[config.mk]
export PLATFORM = sky130hd
export DESIGN_NAME = serial_subtract_ctrl
export DESIGN_NICKNAME = d
export VERILOG_FILES = /design/src/rtl/serial_subtract_ctrl_pkg.sv /design/src/rtl/serial_subtract_ctrl_bit_sub.sv /design/src/rtl/serial_subtract_ctrl.sv
export SDC_FILE = /design/constraint.sdc
export NUM_CORES = 1
export LEC_CHECK = 0
export CAP_MARGIN = 30
export CORE_MARGIN = 2
export CORE_UTILIZATION = 40
export CTS_BUF_LIST = sky130_fd_sc_hd__clkbuf_4 sky130_fd_sc_hd__clkbuf_8 sky130_fd_sc_hd__clkbuf_16
export DETAILED_ROUTE_END_ITERATION = 8
export HOLD_SLACK_MARGIN = 0.05
export MAX_ROUTING_LAYER = met4
export PLACE_DENSITY = 0.68
export SLEW_MARGIN = 20
export SYNTH_ARGS = -nofsm -noshare
export SYNTH_HDL_FRONTEND = slang
export SYNTH_HIERARCHICAL = 1
export SYNTH_SLANG_ARGS = --single-unit
[constraint.sdc]
create_clock -name clk -period 2.93 [get_ports clk]
set_input_delay 0.293 -clock clk [delete_from_list [all_inputs] [get_ports clk]]
set_output_delay 0.293 -clock clk [all_outputs]
set_load 0.005 [all_outputs]
[src/rtl/serial_subtract_ctrl_pkg.sv]
// Shared definitions for the bit-serial subtractor: FSM state encodings and default width.
// The optional overflow output is enabled by defining SERIAL_SUB_OVF_EN.
package serial_subtract_ctrl_pkg;

    localparam int SUB_DEFAULT_WIDTH = 8;

    typedef enum logic [1:0] {
        ST_IDLE  = 2'd0,
        ST_SHIFT = 2'd1,
        ST_DONE  = 2'd2
    } state_t;

endpackage

[src/rtl/serial_subtract_ctrl_bit_sub.sv]
// One-bit full subtractor cell: d = a - b - bi, with borrow-out bo.
module bit_sub (
    input  logic a,
    input  logic b,
    input  logic bi,
    output logic d,
    output logic bo
);

    assign d  = a ^ b ^ bi;
    assign bo = (~a & b) | (~(a ^ b) & bi);

endmodule

[src/rtl/serial_subtract_ctrl.sv]
// Bit-serial WIDTH-bit subtractor controller: diff = a - b - borrow_in, LSB first through one bit_sub cell.
// Define SERIAL_SUB_OVF_EN to add the registered two's-complement overflow output.
module serial_subtract_ctrl
    import serial_subtract_ctrl_pkg::*;
#(
    parameter int WIDTH = SUB_DEFAULT_WIDTH
) (
    input  logic             clk,
    input  logic             rst_n,
    input  logic             start,
    input  logic [WIDTH-1:0] a,
    input  logic [WIDTH-1:0] b,
    input  logic             borrow_in,
    output logic             busy,
    output logic             done,
    output logic [WIDTH-1:0] diff,
    output logic             borrow_out
`ifdef SERIAL_SUB_OVF_EN
    ,
    output logic             overflow
`endif
);

    localparam int CW = $clog2(WIDTH);
    localparam logic [CW-1:0] LAST = CW'(WIDTH - 1);

    state_t           state, state_next;
    logic [WIDTH-1:0] a_sr, b_sr, r_sr;
    logic             brw;
    logic [CW-1:0]    count;
    logic             cell_d, cell_bo;
    logic             load, last;

    bit_sub u_cell (
        .a  (a_sr[0]),
        .b  (b_sr[0]),
        .bi (brw),
        .d  (cell_d),
        .bo (cell_bo)
    );

    always_ff @(posedge clk or negedge rst_n) begin
        if (!rst_n) state <= ST_IDLE;
        else        state <= state_next;
    end

    always_comb begin
        state_next = state;
        load       = 1'b0;
        last       = 1'b0;
        busy       = 1'b0;
        done       = 1'b0;
        case (state)
            ST_IDLE: begin
                if (start) begin
                    load       = 1'b1;
                    state_next = ST_SHIFT;
                end
            end
            ST_SHIFT: begin
                busy = 1'b1;
                if (count == LAST) begin
                    last       = 1'b1;
                    state_next = ST_DONE;
                end
            end
            ST_DONE: begin
                busy       = 1'b1;
                done       = 1'b1;
                state_next = ST_IDLE;
            end
            default: state_next = ST_IDLE;
        endcase
    end

    // Results are committed only on the last bit, so diff/borrow_out never expose partial sums.
    always_ff @(posedge clk or negedge rst_n) begin
        if (!rst_n) begin
            a_sr       <= '0;
            b_sr       <= '0;
            r_sr       <= '0;
            brw        <= 1'b0;
            count      <= '0;
            diff       <= '0;
            borrow_out <= 1'b0;
`ifdef SERIAL_SUB_OVF_EN
            overflow   <= 1'b0;
`endif
        end else begin
            if (load) begin
                a_sr  <= a;
                b_sr  <= b;
                brw   <= borrow_in;
                count <= '0;
            end
            if (state == ST_SHIFT) begin
                r_sr  <= {cell_d, r_sr[WIDTH-1:1]};
                a_sr  <= a_sr >> 1;
                b_sr  <= b_sr >> 1;
                brw   <= cell_bo;
                count <= count + 1'b1;
                if (last) begin
                    diff       <= {cell_d, r_sr[WIDTH-1:1]};
                    borrow_out <= cell_bo;
`ifdef SERIAL_SUB_OVF_EN
                    // brw here is the borrow into the MSB
                    overflow   <= brw ^ cell_bo;
`endif
                end
            end
        end
    end

endmodule

==> PnR_summary.wiki, run 1 <==
{| class="wikitable"
! Metric !! Value
|-
| Number of buffers on the longest clock path || 2
|-
| Final hold slack || between 0.09 and 0.1 ns
|-
| Post-synthesis area per instance || between 10 and 15 µm²
|-
| Count of nets after finishing || 199
|-
| Die area || 4908 µm²
|-
| Diodes inserted || 0
|-
| Worst-Skew Late Latency || 0.29 ns
|-
| Post-synthesis cell type with the largest combined area || sky130_fd_sc_hd__dfrtp_1
|-
| Maximum operating frequency || 545.8 MHz
|-
| Final antenna-violating net count || 0
|-
| Buffer type at the clock tree root || sky130_fd_sc_hd__clkbuf_8
|-
| Reported max-cap violation count || 0
|-
| Cell Chain, Critical Path || inv_1 > ha_1 > clkdlybuf4s50_1
|-
| Number of global-route vias before repair || 1133
|-
| Setup repair after global routing missed its margin || false
|-
| Crit-path max cell delay || 0.49 ns
|-
| Number of buffers added by the clock tree synthesis step || 5
|-
| Number of cell rows || 24
|-
| Setup-violating endpoint count in the final report || 0
|-
| Gp weighted congestion || 0.7306
|-
| Top FF cell, synth || sky130_fd_sc_hd__dfrtp_1
|-
| Number of DRC violations after detailed-routing iteration 0 || 58
|-
| Clk sink count || 38
|-
| Slew at the pin closest to its max-slew limit || roughly 0.83 ns
|-
| Net count after synthesis || 167
|-
| First-pass GRT wire length || between 5000 and 6000 µm
|-
| Final setup slack of the worst path || 1.098 ns
|-
| HPWL Detailed || 2056 µm
|-
| CP Launch Type || flip-flop
|-
| Kind of capture point of the worst setup path || output pin
|-
| GRT Overall Usage || 0.1367
|-
| Die extent in y || 70.06 µm
|-
| Post-route clock period utilization || 0.6253
|-
| DP Area || approximately 2100 µm²
|-
| Post-synth EDFFs || 0
|-
| Flip-flop and latch count after synthesis || 38
|-
| Leading cell type by number of instances after synthesis || sky130_fd_sc_hd__dfrtp_1
|-
| Effective utilization at floorplan || 0.4093
|-
| Layout overhead on the synthesized area || 25.66%
|-
| Cells after Synth || between 100 and 150
|-
| Power per Cell Area || 1027 nW/µm²
|-
| Setup TNS || 0 ns
|-
| Hold Vio Cnt, Final || 0
|-
| Syn Std Cell Area || 1745 µm²
|-
| Gates resized, CTS repair || 0
|-
| Crit Path Category || reg2out
|-
| Largest delay contributor family on the critical path || buffers and inverters
|-
| First drt pass iteration count || 4
|-
| Register Area || 950.9 µm²
|-
| Number of buffers added for setup after CTS || 0
|-
| Share of async-settable or async-resettable flops after synthesis || 1.000
|-
| Average wire per standard cell || 12.68 µm
|-
| Fraction of layout cells with a size suffix above 1 || 0.1734
|-
| Total grt overflow || 0
|-
| Arrival time of data at the critical path endpoint || ~1.5 ns
|-
| Worst vdd ir || 506.9 µV
|-
| Count of warnings emitted by yosys || 6
|-
| Boundary pin count || 31
|-
| Portion of the post-synthesis area used by sequential elements || 0.5448
|-
| DR vias/cell || around 4.8
|-
| Footprint of the multi-input gates || 723.2 µm²
|-
| Clock tree from TritonCTS || done
|-
| Top-area cell type share of the netlist area || 0.5448
|-
| Clock skew || 0.006109 ns
|-
| Hold buffer count at cts || 0
|-
| Fill cell instance count of the final layout || 366
|-
| Final standard cell area without fillers || ~2200 µm²
|-
| Die Width || roughly 70 µm
|-
| Number of max-slew violations in the final report || 0
|-
| Number of remaining DRC errors || 0
|-
| Number of buffers and inverters on the critical path || 2
|-
| Count of input and output buffers || 30
|-
| Final WL || 2853 µm
|-
| HP Class || in2async
|-
| Maximum number of pins on one net before global-route repair || 39
|-
| Max-slew headroom || 0.4459
|-
| Core Box Area || ~4300 µm²
|-
| Post-placement worst setup slack || between 0.8 and 0.9 ns
|-
| Final core utilization || 0.5144
|-
| Fin crit period || around 1.8 ns
|-
| Req. time, crit path || 2.64 ns
|-
| CP max stage cell || sky130_fd_sc_hd__clkdlybuf4s50_1
|-
| Initial antenna violation count || 0
|-
| Vias after detailed routing || around 1100
|-
| Static Leakage || 1.051 nW
|-
| Post-synth top cells || sky130_fd_sc_hd__dfrtp_1 (38), sky130_fd_sc_hd__nand2_1 (23), sky130_fd_sc_hd__mux2i_1 (16)
|-
| Run status || complete, no violations
|-
| Number of different library cells in the post-synthesis netlist || 21
|-
| Biggest area contributors in the synthesized netlist || sky130_fd_sc_hd__dfrtp_1 (54%), sky130_fd_sc_hd__mux2i_1 (9.2%), sky130_fd_sc_hd__mux2_4 (7.7%)
|-
| Clk slew on worst S/H paths || approximately 0.08 ns
|-
| Count of H-tree levels built during CTS || 2
|-
| Maximum fanout encountered on the critical timing path || 3
|}
==> path summary, 6_finish.rpt <==
kind | start | to | slack (ns) | cells past startpoint
min in group clk | a_sr[2] | a_sr[1] | 0.50 | 2
max | state[0] | busy | 1.10 | 3
max reg2reg | state[1] | diff[7] | 1.17 | 4
max in group asynchronous | rst_n | b_sr[2] | 2.31 | 1
min reg2reg | a_sr[2] | a_sr[1] | 0.50 | 2
min | rst_n | diff[5] | 0.09 | 1
==> cell usage in the layout (no fill, tap or decap) <==
cell type / Yosys / final
sky130_fd_sc_hd__buf_8: 0 / 1
sky130_fd_sc_hd__o21ai_0: 3 / 3
sky130_fd_sc_hd__clkbuf_8: 0 / 5
sky130_fd_sc_hd__nand2_8: 1 / 1
sky130_fd_sc_hd__o21a_1: 1 / 1
sky130_fd_sc_hd__dfrtp_1: 38 / 38
sky130_fd_sc_hd__mux2_1: 1 / 1
sky130_fd_sc_hd__mux2_4: 9 / 9
sky130_fd_sc_hd__nand2_1: 23 / 23
sky130_fd_sc_hd__o21ai_1: 15 / 15
sky130_fd_sc_hd__nand3_1: 2 / 2
sky130_fd_sc_hd__ha_2: 0 / 1
sky130_fd_sc_hd__and2b_1: 1 / 1
sky130_fd_sc_hd__mux2i_1: 16 / 16
sky130_fd_sc_hd__bufinv_16: 0 / 1
sky130_fd_sc_hd__a21oi_2: 1 / 1
sky130_fd_sc_hd__clkdlybuf4s50_1: 0 / 29
sky130_fd_sc_hd__inv_1: 6 / 6
sky130_fd_sc_hd__a21oi_1: 2 / 2
sky130_fd_sc_hd__clkinvlp_4: 0 / 2
sky130_fd_sc_hd__ha_1: 6 / 5
sky130_fd_sc_hd__mux2_2: 7 / 7
sky130_fd_sc_hd__buf_4: 2 / 1
sky130_fd_sc_hd__fa_1: 1 / 1
sky130_fd_sc_hd__buf_2: 2 / 1
==> power by group <==
group	switching, W	internal (W)
combinational	0.000404	0.000509
sequential	0.000136	0.000761
clock	0.000190	0.000253
total	0.000730	0.00152
==> layout make-up <==
cell class | count | area share
clock buffer | 5 | 0.03137
sequential | 38 | 0.4335
timing repair buffer | 32 | 0.1449
clock inverter | 3 | 0.02054
inverter | 6 | 0.01027
multi-input combinational | 89 | 0.3297
tap | 52 | 0.02966
==> routing by layer <==
metal | global-route usage | vias to the layer above | routed length (µm)
li1 | - | 538 | -
met1 | 0.1704 | 520 | 1303
met2 | 0.2138 | 27 | 1390
met3 | 0.04473 | 5 | 125
met4 | 0.04060 | 0 | 33
met5 | - | - | 0
==> through the flow <==
stage	power (W)	cells
after floorplan	0.001566	140
after global placement	0.001783	216
after detailed placement	0.001837	216
after CTS	0.002288	224
after global routing	0.002449	225
final	0.002253	225
==> cell families after synthesis <==
kind of cell	count (synthesis)	synth area share
flops	38	0.5448
mux	33	0.2208
simple gates	27	0.07097
compound gates	22	0.06667
buf+inv	13	0.04229
fa+ha+maj	7	0.05448
==> state kept, by name, summed over array words and instances (netlist names) <==
signal,cells
count,3
b_sr,8
a_sr,8
r_sr,7
state,2
diff,8
brw,1
borrow_out,1
Note: power is estimated with default switching activity, not from simulation.
==> run 2: changes to the inputs <==
clock period = 1.9 ns   (was 2.93 ns; I/O delays follow)
==> run 2 against run 1 <==
Effect of this change: sequential share of layout area rose by 0.074 points; critical path depth unchanged; critical endpoint unchanged; worst setup slack got worse by 0.90 ns; largest power group unchanged.
==> PnR_summary.wiki, run 2 (synthesis gave the netlist of run 1 again) <==
{| class="wikitable"
! Metric !! Value
|-
| Crit Path Category || reg2out
|-
| Count of nets after finishing || 200
|-
| Number of buffers added by the clock tree synthesis step || 5
|-
| Diodes inserted || 0
|-
| Count of input and output buffers || 30
|-
| Biggest regs || a_sr (8), b_sr (8), diff (8)
|-
| Final WL || 2757 µm
|-
| Max-slew headroom || 0.4448
|-
| Maximum fanout encountered on the critical timing path || 3
|-
| Average wire per standard cell || between 10 and 15 µm
|-
| Net switching share of the total power || 0.3241
|-
| Clk sink count || 38
|-
| Setup repair after global routing missed its margin || false
|-
| Final setup slack of the worst path || 0.1982 ns
|-
| Cell depth of the worst min-delay path || 2
|-
| Slew at the pin closest to its max-slew limit || 0.8328 ns
|-
| Power per Cell Area || approximately 1500 nW/µm²
|-
| Count of H-tree levels built during CTS || 2
|-
| Core Box Area || approximately 4300 µm²
|-
| Final hold slack || 0.4938 ns
|-
| Vias after detailed routing || 1100
|-
| Fill cell instance count of the final layout || about 360
|-
| HP Class || reg2reg
|-
| Number of cell rows || 24
|-
| Clock network fraction of total power || 0.169
|-
| Initial antenna violation count || 0
|-
| Die extent in y || about 70 µm
|-
| Hold Vio Cnt, Final || 0
|-
| Number of remaining DRC errors || 0
|-
| Logic gate share of total power || 0.421
|-
| Run status || complete, no violations
|-
| Fraction of layout cells with a size suffix above 1 || 0.1724
|-
| Number of buffers on the longest clock path || 2
|-
| DR vias/cell || approximately 4.9
|-
| Design internal power || 0.002277 W
|-
| Gp weighted congestion || roughly 0.73
|-
| Boundary pin count || 31
|-
| Worst vdd ir || ~640 µV
|-
| Final antenna-violating net count || 0
|-
| Layout overhead on the synthesized area || 25.45%
|-
| Clock skew || 0.004734 ns
|-
| Total grt overflow || 0
|-
| Clock tree from TritonCTS || done
|-
| Setup-violating endpoint count in the final report || 0
|-
| Switching Power || 0.001092 W
|-
| First-pass GRT wire length || 4733 µm
|-
| Commonest non-fill, non-tap cells in the layout || sky130_fd_sc_hd__dfrtp_1 (38), sky130_fd_sc_hd__clkdlybuf4s50_1 (29), sky130_fd_sc_hd__nand2_1 (23), sky130_fd_sc_hd__mux2i_1 (16), sky130_fd_sc_hd__o21ai_1 (15)
|-
| Effective utilization at floorplan || 0.4093
|-
| Clk slew on worst S/H paths || 0.07 ns
|-
| Worst-Skew Late Latency || 0.28 ns
|-
| Number of DRC violations after detailed-routing iteration 0 || 72
|-
| Total instance count after detailed placement || ~220
|-
| Die Width || 70.06 µm
|-
| Cells on worst reg2reg path || 4
|-
| Static Leakage || around 1.1 nW
|-
| Number of global-route vias before repair || 1069
|-
| Kind of capture point of the worst setup path || output pin
|-
| Maximum number of pins on one net before global-route repair || 39
|-
| Number of max-slew violations in the final report || 0
|-
| Buffer type at the clock tree root || sky130_fd_sc_hd__clkbuf_8
|-
| Req. time, crit path || ~1.7 ns
|-
| Arrival time of data at the critical path endpoint || 1.51 ns
|-
| Post-placement worst setup slack || 0.2888 ns
|-
| Seq pwr share || 0.409
|-
| CP Launch Type || flip-flop
|-
| Reported max-cap violation count || 0
|-
| Post-route clock period utilization || 0.8957
|-
| Setup TNS || 0 ns
|-
| Most frequent standard cell in the layout excluding fill and tap cells || sky130_fd_sc_hd__dfrtp_1
|-
| Maximum operating frequency || between 500 and 600 MHz
|-
| HPWL Detailed || 2030 µm
|-
| First drt pass iteration count || 4
|-
| Post-layout instance count excluding filler cells || 226
|-
| Fin crit period || 1.702 ns
|-
| GRT Overall Usage || 0.1254
|-
| Die area || ~4900 µm²
|}
run 2: per-layer routing:
metal,track usage,wire (µm),vias to the layer above
li1,-,-,538
met1,0.1575,1305,532
met2,0.1989,1302,28
met3,0.03896,143,2
met4,0.03205,6,0
met5,-,0,-
run 2: worst paths after layout:
kind | from | end | slack [ns]
max | state[0] | busy | 0.20
min | b_sr[4] | b_sr[3] | 0.49
max reg2reg | state[1] | a_sr[3] | 0.31
min reg2reg | b_sr[4] | b_sr[3] | 0.49
max in group asynchronous | rst_n | diff[7] | 0.84
min in group asynchronous | rst_n | diff[0] | 0.55
run 2: through the flow:
stage | total power [W] | utilization | area (µm²)
finish | 0.003369 | 0.5135 | 2190
CTS | 0.003438 | 0.5135 | 2190
floorplan | 0.002415 | - | 1745
global placement | 0.002784 | 0.4889 | 2085
global route | 0.003660 | 0.5135 | 2190
detailed placement | 0.002861 | 0.4889 | 2085
run 2: timing repair:
action | CTS | global route
hold endpoints to repair | 38 | 0
setup buffers | 0 | 0
endpoints found under the setup margin | 0 | 0
hold buffers | 1 | 0
resized for setup | 0 | 0
run 2: final cells by class:
class / count / area, µm² / area share
multi-input combinational: 89 / 723.2 / 0.3303
sequential: 38 / 950.9 / 0.4343
timing repair buffer: 33 / 332.8 / 0.1520
inverter: 6 / 22.52 / 0.01029
clock buffer: 7 / 90.09 / 0.04114
clock inverter: 1 / 5.005 / 0.002286
tap: 52 / 65.06 / 0.02971
run 2: power groups by stage:
stage / combinational (W) / clock [W] / sequential (W)
6_report: 0.00142 / 0.000570 / 0.00138
5_1_grt: 0.00160 / 0.000622 / 0.00144
4_1_cts: 0.00146 / 0.000589 / 0.00139
3_5_place_dp: 0.00146 / 0 / 0.00141
3_3_place_gp: 0.00140 / 0 / 0.00138
2_1_floorplan: 0.00106 / 0 / 0.00135
run 2: critical path: stages (launching register included):
cell and delay [ns]:
sky130_fd_sc_hd__dfrtp_1 0.37, sky130_fd_sc_hd__inv_1 0.08, sky130_fd_sc_hd__ha_1 0.29, sky130_fd_sc_hd__clkdlybuf4s50_1 0.49
==> run 3: changes to the inputs <==
SETUP_SLACK_MARGIN = 0.2   (was default)
==> run 3 against run 2 <==
Effect of this change: clock skew about the same; worst setup slack improved by 0.097 ns; worst hold slack got worse by 0.0020 ns; critical path type unchanged; largest power group unchanged; highest routed layer unchanged.
==> PnR_summary.wiki, run 3 (synthesis gave the netlist of run 1 again) <==
{| class="wikitable"
! Metric !! Value
|-
| Maximum number of pins on one net before global-route repair || 39
|-
| Fin crit period || 1.605 ns
|-
| Die area || 4908 µm²
|-
| Fraction of layout cells with a size suffix above 1 || 0.1829
|-
| Static Leakage || 1.076 nW
|-
| Setup repair after global routing missed its margin || false
|-
| Vias after detailed routing || 1107
|-
| Number of buffers on the longest clock path || 2
|-
| Diodes inserted || 0
|-
| Largest delay contributor family on the critical path || buffers and inverters
|-
| Cell Chain, Critical Path || inv_1 > ha_1 > clkdlybuf4s50_1
|-
| First-pass GRT wire length || roughly 4800 µm
|-
| CP max stage cell || sky130_fd_sc_hd__clkdlybuf4s50_1
|-
| Clock skew || 0.004686 ns
|-
| Die extent in y || 70.06 µm
|-
| Number of cell rows || 24
|-
| Number of remaining DRC errors || 0
|-
| Clock network fraction of total power || 0.168
|-
| First drt pass iteration count || 4
|-
| Setup-violating endpoint count in the final report || 0
|-
| Post-placement worst setup slack || 0.2888 ns
|-
| Effective utilization at floorplan || 0.4093
|-
| Clk sink count || 38
|-
| Clock tree from TritonCTS || done
|-
| Commonest non-fill, non-tap cells in the layout || sky130_fd_sc_hd__dfrtp_1 (38), sky130_fd_sc_hd__clkdlybuf4s50_1 (28), sky130_fd_sc_hd__nand2_1 (23), sky130_fd_sc_hd__mux2i_1 (16), sky130_fd_sc_hd__o21ai_1 (15)
|-
| Slew at the pin closest to its max-slew limit || 0.8317 ns
|-
| Power Total || 0.003413 W
|-
| Final WL || between 2000 and 3000 µm
|-
| GRT Overall Usage || 0.1260
|-
| Fill cell instance count of the final layout || 364
|-
| Average wire per standard cell || 12.31 µm
|-
| Power per Cell Area || roughly 1500 nW/µm²
|-
| Number of buffers and inverters on the critical path || 2
|-
| Max-slew headroom || 0.4456
|-
| Worst vdd ir || 637.3 µV
|-
| Maximum fanout encountered on the critical timing path || 3
|-
| Req. time, crit path || between 1.5 and 2 ns
|-
| Run status || complete, no violations
|-
| Logic gate share of total power || 0.428
|-
| Reported max-cap violation count || 0
|-
| Final antenna-violating net count || 0
|-
| Hold path startpoint || a[7]
|-
| Reg2reg start || count[0]
|-
| Buffer type at the clock tree root || sky130_fd_sc_hd__clkbuf_8
|-
| DR vias/cell || 4.877
|-
| Design internal power || 0.002304 W
|-
| Maximum operating frequency || approximately 620 MHz
|-
| Crit Path Category || reg2out
|-
| Worst setup path startpoint || state[0]
|-
| Hold Vio Cnt, Final || 0
|-
| Boundary pin count || 31
|-
| Core Box Area || about 4300 µm²
|-
| Final standard cell area without fillers || between 2000 and 2500 µm²
|-
| CP Launch Type || flip-flop
|-
| Net switching share of the total power || 0.3249
|-
| Count of nets after finishing || ~200
|-
| Switching Power || 0.001109 W
|-
| Worst-Skew Late Latency || 0.28 ns
|-
| Setup TNS || 0 ns
|-
| Count of input and output buffers || 30
|-
| Initial antenna violation count || 0
|-
| Number of buffers added by the clock tree synthesis step || 5
|-
| Final setup slack of the worst path || 0.2948 ns
|-
| Count of H-tree levels built during CTS || 2
|-
| Kind of capture point of the worst setup path || output pin
|-
| Number of global-route vias before repair || ~1100
|-
| Total grt overflow || 0
|-
| Seq pwr share || 0.404
|-
| Number of max-slew violations in the final report || 0
|-
| Arrival time of data at the critical path endpoint || 1.42 ns
|-
| Number of DRC violations after detailed-routing iteration 0 || between 60 and 70
|-
| Clk slew on worst S/H paths || 0.07 ns
|-
| Biggest regs || a_sr (8), b_sr (8), diff (8)
|-
| Post-route clock period utilization || 0.8449
|-
| DP Area || 2085 µm²
|-
| Most frequent standard cell in the layout excluding fill and tap cells || sky130_fd_sc_hd__dfrtp_1
|-
| Gp weighted congestion || 0.7275
|-
| HPWL Detailed || 2030 µm
|-
| Layout overhead on the synthesized area || 26.60%
|-
| HP Class || in2reg
|-
| Die Width || 70.06 µm
|-
| Crit-path max cell delay || 0.49 ns
|}
==> run 3: area by class of cell <==
type,instances,area [µm²],area share
Clock inverter,1,5.005,0.002265
Timing Repair Buffer,34,342.8,0.1552
Inverter,6,22.52,0.01019
Sequential cell,38,950.9,0.4304
Tap cell,52,65.06,0.02945
Clock buffer,7,90.09,0.04077
Multi-Input combinational cell,89,733.2,0.3318
==> run 3: worst paths after layout <==
| kind | depth (start not counted) | endpoint | slack (ns) |
|---|---|---|---|
| max in group asynchronous | 2 | diff[7] | 0.84 |
| max reg2reg | 5 | state[0] | 0.42 |
| max | 3 | done | 0.29 |
| min in group asynchronous | 2 | diff[0] | 0.54 |
| min reg2reg | 2 | a_sr[4] | 0.49 |
| min | 3 | a_sr[7] | 0.49 |
==> run 3: metrics by stage <==
stage | utilization | hold WS [ns] | std cells
6_report | 0.5182 | 0.4918 | 227
3_3_place_gp | 0.4889 | 0.3192 | 217
5_1_grt | 0.5182 | 0.5033 | 227
4_1_cts | 0.5153 | 0.4901 | 227
3_5_place_dp | 0.4889 | 0.3400 | 217
2_1_floorplan | - | -0.1056 | 140
==> run 3: power groups by stage <==
stage / registers (W) / clock network [W] / logic [W]
finish: 0.00138 / 0.000574 / 0.00146
global route: 0.00143 / 0.000622 / 0.00164
CTS: 0.00139 / 0.000589 / 0.00148
detailed placement: 0.00141 / 0 / 0.00146
global placement: 0.00138 / 0 / 0.00140
floorplan: 0.00135 / 0 / 0.00106
==> run 3: routing by layer <==
layer	vias to the layer above	wire, µm	track usage
met2	32	1326	0.2000
met1	533	1305	0.1585
met5	-	0	-
li1	540	-	-
met3	2	156	0.03896
met4	0	6	0.03205
==> run 3: worst register-to-register path, stage by stage, from the launching register on <==
cell	delay (ns)
sky130_fd_sc_hd__dfrtp_1	0.38
sky130_fd_sc_hd__ha_1	0.16
sky130_fd_sc_hd__ha_1	0.26
sky130_fd_sc_hd__inv_1	0.10
sky130_fd_sc_hd__a21oi_2	0.15
sky130_fd_sc_hd__mux2_1	0.32
==> run 3: what timing repair did <==
action	4_1_cts	5_1_grt
cloned	0	0
setup buffers	1	0
gates resized for setup	0	3
hold buffers	1	0
endpoints found under the setup margin	1	15
hold endpoints to repair	38	0
